**src/rtl/dallanma_cozum_kuyrugu.sv**
```systemverilog
`default_nettype none
// ============================================================================
// Module   : dallanma_cozum_kuyrugu
// Purpose  : In-order tracking queue between fetch and execute. Each predicted
//            control-flow instruction is held here until execute resolves it.
//            The resolve result drives the predictor update port. When the
//            prediction was wrong, the queue also issues a fetch redirect.
// Revision : 1.0 - initial release
// ----------------------------------------------------------------------------
// Parameters
//   DERINLIK   queue entries (power of two, 2..16)
//   ADRES_W    address / instruction width
// Ports
//   clk_g, rst_g               clock (rising edge), async active-low reset
//   i_ekle_*                   push side: valid, instruction, address,
//                              predicted taken, predicted target, compressed
//   o_dolu / o_bos             full (fetch must stall) / empty
//   i_coz_*                    resolve side: valid, actual taken, actual target
//   i_temizle                  flush; highest priority
//   guncelle_gecerli_g         predictor update strobe (1-cycle pulse)
//   o_eski_buyruk[_adresi]     resolved instruction / address
//   o_buyruk_atladi            actual outcome
//   o_atlanan_adres            actual target
//   o_ongoru_yanlis            misprediction flag
//   o_yonlendir[_adres]        fetch redirect pulse / correct next PC
//   o_hata                     sticky: resolve while empty or push while full
// Configuration
//   DALLANMA_ISTATISTIK_EN     adds saturating counters o_toplam_cozum and
//                              o_yanlis_sayisi
// ============================================================================
module dallanma_cozum_kuyrugu #(
  parameter int DERINLIK = 4,
  parameter int ADRES_W  = 32
) (
  input  logic               clk_g,
  input  logic               rst_g,
  input  logic               i_ekle_gecerli,
  input  logic [ADRES_W-1:0] i_ekle_buyruk,
  input  logic [ADRES_W-1:0] i_ekle_adres,
  input  logic               i_ekle_ongoru,
  input  logic [ADRES_W-1:0] i_ekle_hedef,
  input  logic               i_ekle_comp,
  output logic               o_dolu,
  output logic               o_bos,
  input  logic               i_coz_gecerli,
  input  logic               i_coz_atladi,
  input  logic [ADRES_W-1:0] i_coz_hedef,
  input  logic               i_temizle,
  output logic               guncelle_gecerli_g,
  output logic [ADRES_W-1:0] o_eski_buyruk,
  output logic [ADRES_W-1:0] o_eski_buyruk_adresi,
  output logic               o_buyruk_atladi,
  output logic [ADRES_W-1:0] o_atlanan_adres,
  output logic               o_ongoru_yanlis,
  output logic               o_yonlendir,
  output logic [ADRES_W-1:0] o_yonlendir_adres,
  output logic               o_hata
`ifdef DALLANMA_ISTATISTIK_EN
  ,
  output logic [31:0]        o_toplam_cozum,
  output logic [31:0]        o_yanlis_sayisi
`endif
);

  localparam int PTR_W = $clog2(DERINLIK);
  localparam int CNT_W = $clog2(DERINLIK + 1);

  localparam logic [PTR_W-1:0]   c_ptr_bir  = PTR_W'(1);
  localparam logic [CNT_W-1:0]   c_cnt_bir  = CNT_W'(1);
  localparam logic [CNT_W-1:0]   c_cnt_dolu = CNT_W'(DERINLIK);
  localparam logic [ADRES_W-1:0] c_adim_2   = ADRES_W'(2);
  localparam logic [ADRES_W-1:0] c_adim_4   = ADRES_W'(4);

  // Entry storage. Only valid slots are ever read, so no reset is needed.
  logic [ADRES_W-1:0] r_buyruk [DERINLIK];
  logic [ADRES_W-1:0] r_adres  [DERINLIK];
  logic [ADRES_W-1:0] r_hedef  [DERINLIK];
  logic               r_ongoru [DERINLIK];
  logic               r_comp   [DERINLIK];

  logic [PTR_W-1:0]   r_rd_ptr;
  logic [PTR_W-1:0]   r_wr_ptr;
  logic [CNT_W-1:0]   r_count;

  logic               r_guncelle;
  logic [ADRES_W-1:0] r_eski_buyruk;
  logic [ADRES_W-1:0] r_eski_adres;
  logic               r_atladi;
  logic [ADRES_W-1:0] r_atlanan;
  logic               r_yanlis;
  logic               r_yonlendir;
  logic [ADRES_W-1:0] r_yon_adres;
  logic               r_hata;

  logic               w_bos;
  logic               w_dolu;
  logic               w_coz_kabul;
  logic               w_coz_hata;
  logic               w_yanlis;
  logic               w_bosalt;
  logic               w_ekle_aday;
  logic               w_ekle_kabul;
  logic               w_ekle_hata;
  logic [ADRES_W-1:0] w_sirali_pc;
  logic [ADRES_W-1:0] w_yon_adres;

  assign w_bos  = (r_count == '0);
  assign w_dolu = (r_count == c_cnt_dolu);

  // A flush cancels every other request in the same cycle.
  assign w_coz_kabul = i_coz_gecerli & ~w_bos & ~i_temizle;
  assign w_coz_hata  = i_coz_gecerli &  w_bos & ~i_temizle;

  assign w_yanlis = (r_ongoru[r_rd_ptr] != i_coz_atladi) |
                    (i_coz_atladi & r_ongoru[r_rd_ptr] &
                     (r_hedef[r_rd_ptr] != i_coz_hedef));

  // A misprediction makes every younger entry wrong-path.
  // The queue is dropped entirely in that case.
  assign w_bosalt = i_temizle | (w_coz_kabul & w_yanlis);

  // Pushes that are cancelled by a flush or a misprediction are silently
  // discarded. Only a genuine overflow is reported as an error.
  assign w_ekle_aday  = i_ekle_gecerli & ~w_bosalt;
  assign w_ekle_kabul = w_ekle_aday & (~w_dolu | w_coz_kabul);
  assign w_ekle_hata  = w_ekle_aday &   w_dolu & ~w_coz_kabul;

  assign w_sirali_pc = r_adres[r_rd_ptr] + (r_comp[r_rd_ptr] ? c_adim_2 : c_adim_4);
  assign w_yon_adres = i_coz_atladi ? i_coz_hedef : w_sirali_pc;

  always_ff @(posedge clk_g) begin
    if (w_ekle_kabul) begin
      r_buyruk[r_wr_ptr] <= i_ekle_buyruk;
      r_adres[r_wr_ptr]  <= i_ekle_adres;
      r_hedef[r_wr_ptr]  <= i_ekle_hedef;
      r_ongoru[r_wr_ptr] <= i_ekle_ongoru;
      r_comp[r_wr_ptr]   <= i_ekle_comp;
    end
  end

  always_ff @(posedge clk_g or negedge rst_g) begin
    if (!rst_g) begin
      r_rd_ptr <= '0;
      r_wr_ptr <= '0;
      r_count  <= '0;
    end else if (w_bosalt) begin
      r_rd_ptr <= r_wr_ptr;
      r_count  <= '0;
    end else begin
      if (w_coz_kabul) begin
        r_rd_ptr <= r_rd_ptr + c_ptr_bir;
      end
      if (w_ekle_kabul) begin
        r_wr_ptr <= r_wr_ptr + c_ptr_bir;
      end
      case ({w_ekle_kabul, w_coz_kabul})
        2'b10:   r_count <= r_count + c_cnt_bir;
        2'b01:   r_count <= r_count - c_cnt_bir;
        default: r_count <= r_count;
      endcase
    end
  end

  always_ff @(posedge clk_g or negedge rst_g) begin
    if (!rst_g) begin
      r_guncelle    <= 1'b0;
      r_yonlendir   <= 1'b0;
      r_eski_buyruk <= '0;
      r_eski_adres  <= '0;
      r_atladi      <= 1'b0;
      r_atlanan     <= '0;
      r_yanlis      <= 1'b0;
      r_yon_adres   <= '0;
      r_hata        <= 1'b0;
    end else begin
      r_guncelle  <= w_coz_kabul;
      r_yonlendir <= w_coz_kabul & w_yanlis;
      // Data outputs hold their values until the next accepted resolve.
      if (w_coz_kabul) begin
        r_eski_buyruk <= r_buyruk[r_rd_ptr];
        r_eski_adres  <= r_adres[r_rd_ptr];
        r_atladi      <= i_coz_atladi;
        r_atlanan     <= i_coz_hedef;
        r_yanlis      <= w_yanlis;
        r_yon_adres   <= w_yon_adres;
      end
      if (w_ekle_hata | w_coz_hata) begin
        r_hata <= 1'b1;
      end
    end
  end

  assign o_dolu               = w_dolu;
  assign o_bos                = w_bos;
  assign guncelle_gecerli_g   = r_guncelle;
  assign o_eski_buyruk        = r_eski_buyruk;
  assign o_eski_buyruk_adresi = r_eski_adres;
  assign o_buyruk_atladi      = r_atladi;
  assign o_atlanan_adres      = r_atlanan;
  assign o_ongoru_yanlis      = r_yanlis;
  assign o_yonlendir          = r_yonlendir;
  assign o_yonlendir_adres    = r_yon_adres;
  assign o_hata               = r_hata;

`ifdef DALLANMA_ISTATISTIK_EN
  logic [31:0] r_toplam;
  logic [31:0] r_yanlis_say;

  always_ff @(posedge clk_g or negedge rst_g) begin
    if (!rst_g) begin
      r_toplam     <= '0;
      r_yanlis_say <= '0;
    end else begin
      if (w_coz_kabul && (r_toplam != 32'hFFFF_FFFF)) begin
        r_toplam <= r_toplam + 32'd1;
      end
      if (w_coz_kabul && w_yanlis && (r_yanlis_say != 32'hFFFF_FFFF)) begin
        r_yanlis_say <= r_yanlis_say + 32'd1;
      end
    end
  end

  assign o_toplam_cozum  = r_toplam;
  assign o_yanlis_sayisi = r_yanlis_say;
`endif

endmodule
`default_nettype wire

```
**config.mk**
```make
export PLATFORM = sky130hd
export DESIGN_NAME = dallanma_cozum_kuyrugu
export DESIGN_NICKNAME = d
export VERILOG_FILES = /design/src/rtl/dallanma_cozum_kuyrugu.sv
export SDC_FILE = /design/constraint.sdc
export NUM_CORES = 1
export LEC_CHECK = 0
export CORE_ASPECT_RATIO = 1.25
export CORE_MARGIN = 1
export CORE_UTILIZATION = 59
export CTS_CLUSTER_SIZE = 28
export DETAILED_ROUTE_END_ITERATION = 8
export HOLD_SLACK_MARGIN = 0.08
export PLACE_DENSITY = 0.82
export SLEW_MARGIN = 20
export SYNTH_ARGS = -nofsm -noshare
export SYNTH_HDL_FRONTEND = slang
export SYNTH_SLANG_ARGS = --single-unit
```
**constraint.sdc**
```tcl
create_clock -name clk_g -period 8.8 [get_ports clk_g]
set_input_delay 1.76 -clock clk_g [delete_from_list [all_inputs] [get_ports clk_g]]
set_output_delay 1.76 -clock clk_g [all_outputs]
set_load 0.01 [all_outputs]
```
==> impl_metrics.json, run 1 <==
{
  "run_status": "finished, final reports clean",
  "synth-edff-count": 392,
  "dpl-instance-area_um2": 24000,
  "power_switching_share_pct": 30.2,
  "max_slew_margin_pct": 35.7,
  "drt-vias-per-instance": 5.92,
  "cts_setup_buffers": 0,
  "globalplace.congestion": 0.896,
  "crit_end": "r_hedef[3][20]",
  "post-route-min-period_ps": 5630,
  "finalWirelength_mm": 51.4,
  "numPlacedInstances": 1976,
  "post_synth_num_cell_types": 47,
  "cts_hold_buffers": 0,
  "regToRegStartpoint": "r_rd_ptr[0]",
  "core_um2": 34600,
  "timing.critical_path.to_type": "flip-flop",
  "arrival_ps": 5840,
  "clk_path_buf_depth": 3,
  "buffer_ports.inserted": 270,
  "cts_buffers": 49,
  "drive_above_1_share_pct": 12.9,
  "timing.final.crit_share_pct": 64.0,
  "timing_max_transition_violations_final": 0,
  "power_density_nw_per_um2": 323,
  "layout_cells_excl_fill": 2072,
  "asyncSetResetFlopFracSynth_pct": 26.3,
  "max_cap_violations": 0,
  "grt_max_degree": 93,
  "p_seq_share_pct": 42.1,
  "drt_first_pass_iters": 5,
  "minimum_setup_slack_after_placement_ps": 2950,
  "ys_warn_count": 0,
  "synth.yosys.seq_area_share_pct": 73.2,
  "clk_pin_slew_worst_paths_ps": 60,
  "worst_r2r_dst": "r_hedef[3][20]",
  "timing_worst_slew_pin_value_ps": 965,
  "netlist_instances": 1289,
  "die_h_um": 212,
  "cts-root-buf": "clkbuf_16",
  "synth-main-ff-cell": "edfxtp_1",
  "global_route_wire_length_before_repair_mm": 76.6,
  "initial_antenna_violation_count": 6,
  "fillCellCount": 2017,
  "lkg_pwr_nw": 9.43,
  "worst_r2r_path_depth": 9,
  "num_vias": 12300,
  "dieArea_um2": 36100,
  "finalHoldWorstSlack_ps": 459,
  "synth_seq_cells": 532,
  "clockPowerShare_pct": 27.0,
  "postRouteAntennaNets": 0,
  "grt_overflow": 0,
  "flow.area_growth_from_synthesis_pct": 23.2,
  "power_report.internal_total_mw": 5.80,
  "setup_viol": 0,
  "starting_utilization_of_the_core_area_pct": 60.3,
  "power.ir.vdd_worst_uv": 243,
  "total_switching_power_mw": 2.51,
  "worst_setup_path_start_kind": "flip-flop",
  "detailed_place_hpwl_mm": 33.5,
  "post_cts_resize_count": 0,
  "clock_sinks": 532,
  "setup-tns-final_ps": 0,
  "first_global_vias": 12400,
  "fmax_ghz": 0.177,
  "die_width_um": 170,
  "design.final.nets": 1704,
  "r2r_setup_slack_ps": 3170,
  "pwr-share-comb_pct": 30.8,
  "synthesis.area_per_instance_um2": 16.2,
  "syn-num-nets": 1434,
  "post_drt_wl_per_cell_um": 24.8,
  "drt_iter0_drc": 1360,
  "timing.clock.skew_ps": 15.9,
  "rsz0062_at_grt": "false",
  "final_hold_viol_count": 0,
  "drc_errors": 0,
  "floorplan.rows": 76,
  "gr_usage_total_pct": 29.5,
  "netlist_area_um2": 20900,
  "critical_path_required_ps": 9000,
  "finalWorstSetupSlack_ps": 3170,
  "non_filler_cell_area_final_um2": 25700,
  "i_o_pin_cnt": 271,
  "setup.worst_path.class": "reg2reg",
  "cts_tree": "done",
  "cts.htree.levels": 2,
  "clock_latency_ps": 570,
  "path_max_fanout": 60,
  "holdCritPathClass": "reg2reg",
  "worstSetupStartpoint": "r_rd_ptr[0]",
  "timing.hold.worst_path_depth": 1
}
==> per-stage QoR <==
step	utilization, %	total power, mW
after CTS	74.3	8.35
after detailed placement	69.3	6.09
after global placement	69.3	6.02
final	74.3	8.31
after global routing	74.3	8.64
after floorplan	-	4.93
==> how the worst min path moves through the flow <==
stage,from,to,slack (ps)
final,o_hata,o_hata,460
after global routing,o_hata,o_hata,490
after CTS,o_hata,o_hata,460
after detailed placement,o_hata,o_hata,450
after global placement,o_hata,o_hata,450
after floorplan,o_hata,o_hata,490
==> power by group through the flow <==
| stage | registers [mW] | logic (mW) | clock network (mW) |
|---|---|---|---|
| after detailed placement | 3.54 | 2.55 | 0 |
| final | 3.50 | 2.56 | 2.25 |
| after global placement | 3.52 | 2.51 | 0 |
| after floorplan | 3.57 | 1.36 | 0 |
| after global routing | 3.54 | 2.74 | 2.36 |
| after CTS | 3.50 | 2.58 | 2.26 |
==> placed cells by master (no fill, tap or decap), drive strengths merged, types with 3 or more instances in the layout <==
master,Yosys,routed
and2,11,11
xor2,9,9
diode,0,5
dfrtp,140,140
inv,10,14
bufinv,0,7
or4,4,4
nand2,334,334
clkdlybuf4s50,0,268
nand3,27,27
o21ai,32,32
buf,23,14
a21o,3,3
edfxtp,392,392
clkinv,0,10
a31oi,3,3
a21oi,12,12
mux2,3,3
mux2i,16,16
clkinvlp,0,4
mux4,98,98
clkbuf,40,66
o211ai,3,3
nand4,19,19
xnor2,48,48
nor2,19,19
ha,7,7
nor3,4,4
and3,11,11
==> metal layers <==
metal	up-vias	global-route usage, %	part of all wire, %
met4	4	15.0	5.0
met2	614	48.6	50
met1	6231	37.6	37
li1	5310	-	-
met5	-	0	0.049
met3	111	5.81	7.8
==> state kept, by name, summed over array words and instances (netlist names), 3 cells and up <==
register / cells
o_atlanan_adres: 32
o_eski_buyruk: 32
o_eski_buyruk_adresi: 32
o_yonlendir_adres: 32
r_adres: 128
r_buyruk: 128
r_comp: 4
r_count: 3
r_hedef: 128
r_ongoru: 4
==> area by class of cell <==
type	count	area (um^2)	share of cell area (%)
Antenna cell	5	12.5	0.0486
Clock buffer	66	1410	5.50
Clock inverter	25	319	1.24
Inverter	10	40.0	0.156
Multi-Input combinational cell	684	5280	20.5
Sequential cell	532	15300	59.4
Tap cell	468	586	2.28
Timing Repair Buffer	282	2790	10.8
==> kinds of logic (layout without fill, tap and decap cells) <==
family	Yosys count	in the layout	synth area share (%)
adder cells (fa/ha/maj)	9	9	0.611
XOR/XNOR	57	57	2.39
multiplexers	117	117	11.5
AND/OR/NAND/NOR	441	441	9.03
buffers and inverters	73	383	1.64
AO/OA/AOI/OAI	60	60	1.67
flip-flops	532	532	73.2
other	0	5	0
==> synth_stat cells (2+ instances only) <==
cell | count | share of area [%]
and2_1 | 11 | 0.33
a41oi_1 | 2 | 0.084
nor3b_1 | 2 | 0.072
o211ai_1 | 3 | 0.11
nand3_1 | 27 | 0.65
xnor2_1 | 48 | 2.0
a31oi_1 | 3 | 0.090
clkbuf_1 | 40 | 0.72
and3_1 | 11 | 0.33
a21o_1 | 3 | 0.11
edfxtp_1 | 392 | 56
ha_1 | 7 | 0.42
nand4_1 | 19 | 0.57
or3_1 | 2 | 0.060
xor2_1 | 9 | 0.38
nor2_1 | 19 | 0.34
a21oi_1 | 12 | 0.29
o21ai_0 | 32 | 0.77
mux2i_1 | 16 | 0.77
mux2_2 | 2 | 0.11
fa_1 | 2 | 0.19
buf_1 | 9 | 0.16
buf_6 | 5 | 0.27
nand2_1 | 333 | 6.0
or4_1 | 4 | 0.14
dfrtp_1 | 140 | 17
nor4b_1 | 2 | 0.084
inv_1 | 10 | 0.18
buf_4 | 2 | 0.072
buf_2 | 6 | 0.14
nor3_1 | 3 | 0.072
mux4_2 | 98 | 11
==> critical path, stage by stage, from the launching register on <==
cell and delay (ps):
dfrtp_4 780, buf_4 680, mux4_2 610, xnor2_1 210, nand4_1 180, nor4_2 590
a21bo_1 240, and3_1 340, and2_4 810, buf_4 630
No activity file was read; power rests on OpenSTA's default activity.
==> inputs of run 2 (changes only) <==
Settings changed: CORE_UTILIZATION 59 to 50, PLACE_DENSITY 0.82 to 0.74.
Clock period 8.8 ns to 4.7 ns, I/O delays scaled along.
==> run 2 against run 1 <==
Via count shrank 1.4%. First-iteration DRC count shrank 20%. Critical path depth is the same. Combinational power grew 93%. Sequential power grew 86%. Flip-flop and latch count is the same. Wire length shrank 0.44%.
==> impl_metrics.json, run 2 (synthesized netlist as in run 1, its figures left out) <==
{
  "i_o_pin_cnt": 271,
  "drt_iter0_drc": 1084,
  "clk_path_buf_depth": 3,
  "clock_sinks": 532,
  "max_cap_violations": 0,
  "final_hold_viol_count": 0,
  "cts_buffers": 50,
  "worst_r2r_path_depth": 9,
  "first_global_vias": 12500,
  "drt_first_pass_iters": 5,
  "worst_setup_path_start_kind": "flip-flop",
  "clock_latency_ps": 580,
  "critical_path_required_ps": 4920,
  "run_status": "finished, final reports clean",
  "critical_path_cell_list": "buf_12 > mux4_2 > xnor2_1 > nand4_1 > nor4_2 > a21bo_1 > and3_1 > and2_4 > buf_12",
  "finalWorstSetupSlack_ps": 800,
  "slowest_stage": "dfrtp_4",
  "die_width_um": 185,
  "timing.critical_path.to_type": "flip-flop",
  "cts_setup_buffers": 0,
  "drc_errors": 0,
  "holdCritPathClass": "in2async",
  "post_cts_resize_count": 0,
  "postRouteAntennaNets": 0,
  "clk_pin_slew_worst_paths_ps": 60,
  "crit_path_frequent_cell": "buf_12",
  "gr_usage_total_pct": 24.7,
  "mostFrequentLayoutCell": "edfxtp_1",
  "power_density_nw_per_um2": 595,
  "path_buf_inv": 2,
  "timing.clock.skew_ps": 17.1,
  "layout_top_registers": "r_adres x128, r_buyruk x128, r_hedef x128",
  "post-layout-total-power_mw": 15.5,
  "grt_overflow": 0,
  "power.ir.vdd_worst_uv": 444,
  "worst_path_largest_cell_delay_ps": 740,
  "setup_viol": 0,
  "timing_worst_slew_pin_value_ps": 902,
  "core_um2": 41100,
  "dieArea_um2": 42600,
  "globalplace.congestion": 0.853,
  "initial_antenna_violation_count": 8,
  "rsz0062_at_grt": "false",
  "final_core_utilization_pct": 63.4,
  "path_delay_family": "simple AND/OR/NAND/NOR gates",
  "grt_max_degree": 99,
  "drt-vias-per-instance": 5.56,
  "minimum_setup_slack_after_placement_ps": 752,
  "path_max_fanout": 64,
  "post-route-min-period_ps": 3900,
  "timing_max_transition_violations_final": 0,
  "setup-tns-final_ps": 0,
  "lkg_pwr_nw": 9.55,
  "cts_tree": "done",
  "global_route_wire_length_before_repair_mm": 77.0,
  "fmax_ghz": 0.256,
  "arrival_ps": 4120,
  "flow.area_growth_from_synthesis_pct": 24.8,
  "floorplan.rows": 83,
  "detailed_place_hpwl_mm": 34.6,
  "buffer_ports.inserted": 270,
  "design.final.nets": 1725,
  "finalWirelength_mm": 51.2,
  "path_depth": 9,
  "num_vias": 12100,
  "cts-root-buf": "clkbuf_16",
  "timing.final.crit_share_pct": 83.0,
  "drive_above_1_share_pct": 13.9,
  "max_slew_margin_pct": 39.8,
  "final_cell_mix": "edfxtp_1, nand2_1, clkdlybuf4s50_1",
  "starting_utilization_of_the_core_area_pct": 50.8,
  "post_drt_wl_per_cell_um": 23.5,
  "die_h_um": 230,
  "cts_hold_buffers": 0,
  "numPlacedInstances": 2080,
  "cts.htree.levels": 2,
  "setup.worst_path.class": "reg2reg",
  "layout_cells_excl_fill": 2176
}
==> run 2: path summary, 6_finish.rpt <==
| kind | from | end | slack [ps] |
|---|---|---|---|
| setup / recovery | r_rd_ptr[0] | r_adres[2][17] | 800 |
| hold / removal | rst_g | o_eski_buyruk_adresi[15] | 460 |
| setup reg to reg | r_rd_ptr[0] | r_adres[2][17] | 800 |
| hold reg to reg | o_hata | o_hata | 470 |
| max in group asynchronous | rst_g | r_rd_ptr[0] | 3190 |
| min in group clk_g | o_hata | o_hata | 470 |
==> run 2: power by group <==
group,internal [mW],switching (mW),leakage (nW)
combinational,2.45,2.49,3.43
clock,2.35,1.70,0.814
sequential,5.99,0.518,5.30
total,10.8,4.70,9.55
==> run 2: metal layers <==
layer  GRT usage, %  routed length [um]
met5              0                  81
met4           9.19                1700
met3           5.33                3750
met2           41.8               26100
met1           31.3               19500
==> run 2: stage by stage <==
step	hold WS [ps]	instance area, um^2
6_report	458	26100
5_1_grt	495	26100
4_1_cts	477	26100
3_5_place_dp	461	24400
3_3_place_gp	457	24400
2_1_floorplan	493	20900
==> run 2: layout make-up <==
type                       count  area (um^2)
timing repair buffer         302         3090
inverter                      10         40.0
antenna                        3         7.51
multi-input combinational    684         5280
clock inverter                16          144
tap                          552          691
sequential                   532        15300
clock buffer                  77         1530
fill                        2965        15100
==> inputs of run 3 (changes only) <==
Settings changed: CORE_UTILIZATION 50 to 55, PLACE_DENSITY 0.74 to 0.78.
Clock period 4.7 ns to 3.8 ns, I/O delays scaled along.
==> run 3 against run 2 <==
Clock power grew 21%. Wire length hardly changed. Clock skew about the same. Utilization is 6.5 points higher. Clock-buffer cell count is 17 lower. First-iteration DRC count is 8.7% higher. Register-to-register slack worse by 600 ps. Hold slack got worse by 210 ps. Setup slack worse by 600 ps. Non-clock buffer count up 14. Critical path type unchanged. Critical endpoint is now o_yonlendir_adres[24]. Largest cell class unchanged. Highest routed layer unchanged.
==> impl_metrics.json, run 3 (synthesized netlist as in run 1, its figures left out) <==
{
  "mostFrequentLayoutCell": "edfxtp_1",
  "postRouteAntennaNets": 0,
  "finalWorstSetupSlack_ps": 195,
  "max_slew_margin_pct": 41.4,
  "flow.area_growth_from_synthesis_pct": 25.1,
  "floorplan.rows": 79,
  "timing_max_transition_violations_final": 0,
  "worst_setup_path_start_kind": "flip-flop",
  "critical_path_required_ps": 4260,
  "final_hold_viol_count": 0,
  "globalplace.congestion": 0.866,
  "cts_tree": "done",
  "clock_sinks": 532,
  "fmax_ghz": 0.277,
  "drc_errors": 0,
  "non_filler_cell_area_final_um2": 26100,
  "holdCritPathClass": "in2async",
  "cts-root-buf": "clkbuf_16",
  "layout_top_registers": "r_adres x128, r_buyruk x128, r_hedef x128",
  "arrival_ps": 4070,
  "clock_latency_ps": 560,
  "cts_buffers": 49,
  "numPlacedInstances": 2028,
  "run_status": "finished, final reports clean",
  "power.ir.vdd_worst_uv": 415,
  "lkg_pwr_nw": 9.63,
  "starting_utilization_of_the_core_area_pct": 55.9,
  "global_route_wire_length_before_repair_mm": 76.6,
  "grt_overflow": 0,
  "drive_above_1_share_pct": 14.8,
  "clk_path_buf_depth": 3,
  "core_um2": 37400,
  "timing_worst_slew_pin_value_ps": 880,
  "path_max_fanout": 17,
  "power_density_nw_per_um2": 731,
  "max_cap_violations": 0,
  "timing.final.crit_share_pct": 94.9,
  "design.final.nets": 1738,
  "first_global_vias": 12400,
  "buffer_ports.inserted": 270,
  "post_cts_resize_count": 0,
  "cts_hold_buffers": 0,
  "setup_viol": 0,
  "timing.clock.skew_ps": 17.4,
  "post_drt_wl_per_cell_um": 24.1,
  "i_o_pin_cnt": 271,
  "cts.htree.levels": 2,
  "dieArea_um2": 38700,
  "final_cell_mix": "edfxtp_1, nand2_1, clkdlybuf4s50_1",
  "rsz0062_at_grt": "false",
  "drt-vias-per-instance": 5.77,
  "gr_usage_total_pct": 27.2,
  "post-route-min-period_ps": 3610,
  "dpl-instance-area_um2": 24500,
  "setup-tns-final_ps": 0,
  "clk_pin_slew_worst_paths_ps": 70,
  "layout_cells_excl_fill": 2124,
  "grt_max_degree": 159,
  "cts_setup_buffers": 0,
  "finalWirelength_mm": 51.2,
  "drt_first_pass_iters": 5,
  "initial_antenna_violation_count": 8,
  "die_h_um": 220,
  "minimum_setup_slack_after_placement_ps": 166,
  "die_width_um": 176,
  "timing.critical_path.to_type": "flip-flop",
  "detailed_place_hpwl_mm": 35.1,
  "num_vias": 12300,
  "drt_iter0_drc": 1178,
  "setup.worst_path.class": "reg2reg"
}
==> run 3: cell types whose count changed in the layout (fill, tap and decap cells not counted), sizes merged <==
| cell | previous run | this run |
|---|---|---|
| clkbuf | 77 | 60 |
| clkinv | 10 | 22 |
| clkinvlp | 3 | 1 |
| bufinv | 2 | 5 |
| buf | 34 | 48 |
| diode | 3 | 7 |
==> run 3: power breakdown <==
part | total (mW) | switching (mW) | internal (mW)
clock | 4.89 | 2.09 | 2.79
combinational | 6.21 | 3.11 | 3.09
sequential | 7.98 | 0.576 | 7.40
==> run 3: cell type report <==
class | instances | area [um^2]
antenna | 7 | 17.5
clock buffer | 60 | 1310
clock inverter | 29 | 283
fill | 2407 | 11300
inverter | 10 | 40.0
multi-input combinational | 684 | 5280
sequential | 532 | 15300
tap | 486 | 608
timing repair buffer | 316 | 3290
==> run 3: metal layers <==
layer | share of wire [%] | track usage (%) | vias to the layer above | wire length, um
met2 | 52 | 46.3 | 549 | 26400
li1 | - | - | 5386 | -
met5 | 0.047 | 0 | - | 24
met3 | 7.9 | 5.31 | 73 | 4060
met4 | 2.9 | 9.04 | 4 | 1480
met1 | 38 | 35.2 | 6242 | 19300
==> run 3: critical path: stages, from the launching register on <==
cell and delay, ps:
dfrtp_4 560, buf_12 230, mux4_2 580, ha_1 310, a21oi_1 60, and2b_1 240, and4_1 350, buf_4 180
nand3_1 80, xnor2_1 390, buf_4 190, mux2i_1 120, o21ai_0 220
==> run 3: path summary, 6_finish.rpt <==
path                            slack, ps                        to        start  cells after the start
max in group asynchronous            2720     o_yonlendir_adres[19]        rst_g                      2
worst max register to register        190     o_yonlendir_adres[24]  r_rd_ptr[0]                     12
worst min-delay path                  250  o_eski_buyruk_adresi[27]        rst_g                      1
worst min register to register        460                    o_hata       o_hata                      1
min in group clk_g                    460                    o_hata       o_hata                      1
worst max-delay path                  190     o_yonlendir_adres[24]  r_rd_ptr[0]                     12
==> run 3: stage by stage <==
stage	hold WS [ps]	utilization [%]	total power, mW
2_1_floorplan	464	-	11.4
3_3_place_gp	447	65.6	14.2
3_5_place_dp	455	65.6	14.3
4_1_cts	309	69.8	19.2
5_1_grt	311	69.8	19.9
6_report	252	69.9	19.1
==> variant 1: new RTL, flow settings as in run 3 <==
Add a define of `DALLANMA_ISTATISTIK_EN`.
--- a/src/rtl/dallanma_cozum_kuyrugu.sv
+++ b/src/rtl/dallanma_cozum_kuyrugu.sv
@@ -28,6 +28,8 @@
 //   DALLANMA_ISTATISTIK_EN     adds saturating counters o_toplam_cozum and
 //                              o_yanlis_sayisi
 // ============================================================================
+`define DALLANMA_ISTATISTIK_EN
+
 module dallanma_cozum_kuyrugu #(
   parameter int DERINLIK = 4,
   parameter int ADRES_W  = 32
Behaviour (old outputs only; new: o_toplam_cozum and o_yanlis_sayisi): same outputs for any inputs over 4 cycles, from zero or initial values and one cycle with rst_g low; that may be too few to reach the edited logic, so the function may still have changed.
==> variant 1 against run 3 <==
Critical path depth rose by 2. Worst setup slack got worse by 0.095 ns. Worst hold slack got worse by 0.036 ns. Cell area rose by 17%. First-iteration DRC count fell by 7.2%. Sequential share of layout area fell by 3.1 points. Global-route usage rose by 0.38 points. Synthesized area rose by 14%. Total power rose by 12%. Wire length rose by 18%. Clock power rose by 25%. Sequential power rose by 9.6%. Sequential cell count rose by 64.
==> variant 1: results (changes against run 3) <==
Parameter                              Value

CTS
  Clock Tree Buf Depth    3 (unchanged)
  Inserted Clock Buffers    54 (was 49)
  Later-pin clock latency in the skew report    0.60 ns (was 0.56 ns)
  Root buffer cell    clkbuf_16 (unchanged)
  Level count of the clock H-tree    2 (unchanged)
  Clock-pin slew on the worst setup and hold paths    0.07 ns (about the same)

GRT
  Total global-route track usage    27.6% (was 27.2%)
  Met1 usage    35.0% (was 35.2%)
  Met3 layer usage reported by global route    4.87% (was 5.31%)
  Met2 routing resource usage after global routing    48.1% (was 46.3%)
  Initial antenna violation count    10 (was 8)
  Maximum number of pins on one net before global-route repair    98 (was 159)
  First-pass GRT wire length    91,400 um (was 76,600 um)

Yosys
  Mean cell area of the mapped netlist    15.1 um2 (was 16.2 um2)
  Seq/Total Area, Yosys    70.8% (was 73.2%)
  Count of flip-flops with a built-in enable after synthesis    392 (unchanged)
  Synthesized Nets    1,722 (was 1,434)
  Proportion of synthesized flip-flops having asynchronous set or reset    34.2% (was 26.3%)
  Count of cell types in the netlist    54 (was 47)
  Commonest cells post-synth    edfxtp_1, nand2_1, dfrtp_1 (unchanged)
  Most frequently used flop master after synthesis    edfxtp_1 (unchanged)
  YS warnings    0 (unchanged)
  Top cells by area, synth    edfxtp_1, dfrtp_1, mux4_2 (unchanged)
  Post-synth top area share    49.4% (was 56.4%)

Worst setup path
  Max stage delay on crit path    0.56 ns (was 0.58 ns)
  Kind of cell adding the most delay to the critical path    simple AND/OR/NAND/NOR gates (was multiplexers)
  Crit. Startpoint    r_rd_ptr[0] (unchanged)
  Max FO, Critical Path    5 (was 17)
  Endpoint of the lowest-slack register-to-register path    r_count[2] (was o_yonlendir_adres[24])
  Data arrival, critical path    4.18 ns (was 4.07 ns)
  Worst reg-to-reg path cell count    14 (was 12)
  R2R Setup Slk    0.1 ns (was 0.19 ns)
  Crit-path slowest cell    mux4_2 (unchanged)

Power
  Leakage power summed over all cells    11.5 nW (was 9.63 nW)
  Maximum ir drop on the vdd rail    577 uV (was 415 uV)

Placement
  Final estimated routing congestion in global placement    0.862 (was 0.866)
  Placement-stage worst setup slack    -0.0537 ns (was 0.166 ns)
  Cell area reported after detailed placement    0.0283 mm2 (was 0.0245 mm2)
  Detailed placement HPWL    40,900 um (was 35,100 um)
  Placed instance count    2,454 (was 2,028)
  Total of buffers placed on input and output ports    334 (was 270)

Finish
  Final std cells w/o fill    2,568 (was 2,124)
  Net count of the finished layout    2,103 (was 1,738)
  Layout cells sized above 1    13.9% (was 14.8%)
  Registers with the highest flip-flop counts    r_adres (128), r_buyruk (128), r_hedef (128) (unchanged)

STA
  Min Hold Slack    0.217 ns (was 0.252 ns)
  Setup clock skew after layout    0.0170 ns (was 0.0174 ns)
  Slew at the pin closest to its max-slew limit    0.954 ns (was 0.880 ns)

Detailed routing
  Post-detailed-routing wire length    60,300 um (was 51,200 um)
  First-pass iteration count of the detailed router    7 (was 5)
  Number of design-rule violations left by the first detailed-router iteration    1,093 (was 1,178)
  Vias    14.8k (was 12.3k)

Worst hold path
  Worst min path class    input port to async pin (unchanged)

Run status
  Status    finished clean (unchanged)
[variant 1: cell types whose count changed after synthesis, sizes merged, moves of 9 or more]
cell and change:
nor3 +31, and3 +13, nor2 +22, o21ai +20, nand3 +9, inv +11, dfrtp +64, xnor2 +43
xor2 +24, nand4 +16
[variant 1: worst max-delay path by stage]
stage | end | slack (ns) | cells past startpoint
after floorplan | r_adres[0][0] | -0.54 | 14
after detailed placement | r_count[2] | -0.05 | 13
after global routing | r_count[2] | -0.04 | 14
after global placement | r_count[2] | 0.009 | 13
final | r_count[2] | 0.1 | 14
after CTS | r_count[2] | 0.09 | 14
[variant 1: repair_timing]
item	CTS	global route
endpoints found under the setup margin	1	2
cloned	0	1
gates resized for setup	1	3
endpoints found under the hold margin	0	0
pin swaps	0	3
setup buffers	0	4
hold buffers	0	0
[variant 1: routing by layer]
layer,vias up,part of all wire [%]
met1,7467,38
met2,705,51
met3,115,7.8
met4,10,3.1
met5,-,0.11
li1,6538,-
[variant 1: logic make-up after synthesis]
logic type      share of synthesized area (%)
buf+inv                                  1.64
xor+xnor                                 4.55
mux                                      9.97
fa+ha+maj                               0.640
flops                                    70.8
simple gates                             10.4
compound gates                           1.99
[variant 1: cell type report]
| class | count | area [um2] |
|---|---|---|
| Sequential cell | 596 | 16900 |
| Fill cell | 2646 | 12000 |
| Multi-Input combinational cell | 890 | 6650 |
| Timing Repair Buffer | 393 | 4070 |
| Clock buffer | 66 | 1510 |
| Tap cell | 559 | 699 |
| Clock inverter | 36 | 533 |
| Inverter | 21 | 81.3 |
| Antenna cell | 7 | 17.5 |
[variant 1: report_power, final]
| group | internal, mW | switching, mW |
|---|---|---|
| logic | 3.27 | 3.27 |
| registers | 8.14 | 0.617 |
| clock network | 3.68 | 2.45 |
| total | 15.1 | 6.34 |
==> variant 2: new RTL, flow settings as in run 3 <==
Without the edit above. Register the outputs `o_dolu` and `o_bos`, with the module's reset; this adds one clock of latency there. The other outputs are not delayed to match.
--- a/src/rtl/dallanma_cozum_kuyrugu.sv
+++ b/src/rtl/dallanma_cozum_kuyrugu.sv
@@ -190,8 +190,15 @@
     end
   end
 
-  assign o_dolu               = w_dolu;
-  assign o_bos                = w_bos;
+  always_ff @(posedge clk_g or negedge rst_g) begin
+    if (!rst_g) begin
+      o_dolu <= '0;
+      o_bos  <= '0;
+    end else begin
+      o_dolu <= w_dolu;
+      o_bos  <= w_bos;
+    end
+  end
   assign guncelle_gecerli_g   = r_guncelle;
   assign o_eski_buyruk        = r_eski_buyruk;
   assign o_eski_buyruk_adresi = r_eski_adres;
Function: changed (a bounded check fails within 4 cycles, from zero or initial values and one cycle with rst_g low).
==> variant 2 against run 3 <==
Die area increased by 0.20%. Wire length decreased by 3.4%. Via count decreased by 1.6%. Clock power increased by 5.5%. Synthesized area increased by 0.20%. Count of clock-buffer cells in the layout increased by 5. Largest cell class unchanged. Sequential cell count increased by 2. Non-clock buffer count increased by 23. Sequential share of layout area decreased by 0.45 points. Cell area increased by 1.1%. Total power increased by 1.9%. Worst setup slack got worse by 0.043 ns.
==> variant 2: results (changes against run 3) <==
Parameter                              Value

Finish
  Diodes inserted    0 (was 7)
  Number of clock buffer instances in the layout    65 (was 60)
  Net count of the finished layout    1,754 (was 1,738)
  Non-clock buffer contribution to total cell area    12.9% (was 12.6%)
  Count of multi-input combinational gates    674 (was 684)
  Area taken by flip-flops and latches    0.0153 mm2 (about the same)
  Post-route cell area    0.0264 mm2 (was 0.0261 mm2)
  Number of filler instances in the final layout    2,377 (was 2,407)
  Clock tree cell share of total cell area    6.49% (was 6.09%)

Detailed routing
  Met3 Wirelength    3660 um (was 4060 um)
  Detailed-route wire length on metal 1    18,800 um (was 19,300 um)
  Per-cell via count in the routed design    5.64 (was 5.77)
  Number of design-rule violations left by the first detailed-router iteration    926 (was 1,178)
  Met2 wire length    25,100 um (was 26,400 um)

GRT
  Maximum number of pins on one net before global-route repair    94 (was 159)
  Total global-route track usage    26.2% (was 27.2%)
  Met1 usage    32.2% (was 35.2%)

Worst setup path
  Kind of cell adding the most delay to the critical path    simple AND/OR/NAND/NOR gates (was multiplexers)
  Max stage delay on crit path    0.60 ns (was 0.58 ns)
  Data arrival, critical path    4.13 ns (was 4.07 ns)
  Endpoint of the lowest-slack register-to-register path    o_yonlendir_adres[21] (was o_yonlendir_adres[24])
  Max FO, Critical Path    13 (was 17)
  Crit-path slowest cell    dfrtp_4 (was mux4_2)

Placement
  Detailed placement HPWL    33,400 um (was 35,100 um)
  Final estimated routing congestion in global placement    0.837 (was 0.866)
  Placement-stage worst setup slack    0.184 ns (was 0.166 ns)
  Placed instance count    2,035 (was 2,028)
  Cell area reported after detailed placement    0.0246 mm2 (was 0.0245 mm2)

Power
  Maximum ir drop on the vdd rail    537 uV (was 415 uV)

Yosys
  Seq/Total Area, Yosys    73.2% (about the same)
  Proportion of synthesized flip-flops having asynchronous set or reset    26.6% (was 26.3%)
  Synthesized Nets    1,423 (was 1,434)
  Commonest cells post-synth    edfxtp_1, nand2_1, dfrtp_1 (unchanged)

STA
  Min Hold Slack    0.305 ns (was 0.252 ns)

Run status
  Status    finished clean (unchanged)
[variant 2: changes by cell type after synthesis, sizes merged, moves of 3 or more]
| cell | delta |
|---|---|
| a21oi | +3 |
| a31oi | -3 |
| and3 | -5 |
| clkbuf | -5 |
| mux2i | +3 |
| nand2 | -4 |
| nand3 | -14 |
| nor4 | +3 |
| o21ai | +6 |
| or4 | -3 |
| xnor2 | +6 |
[variant 2: kinds of logic (layout without fill, tap and decap cells)]
family	Yosys count	in the layout	share of synthesized area (%)
AOI/OAI and AO/OA	64	64	1.67
xor gates and xnor gates	63	63	2.64
adders and majority gates	9	9	0.610
buffers and inverters	70	442	1.61
DFF	534	534	73.2
muxes	119	119	11.6
and+or+nand+nor	419	419	8.65
[variant 2: report_power, final]
group	leakage, nW	switching (mW)	internal (mW)
logic	3.64	3.10	3.15
clock network	0.834	2.13	3.02
registers	5.32	0.594	7.43
[variant 2: timing repair]
action | CTS | global route
setup buffers | 0 | 9
setup endpoints to repair | 0 | 274
resized for setup | 0 | 1
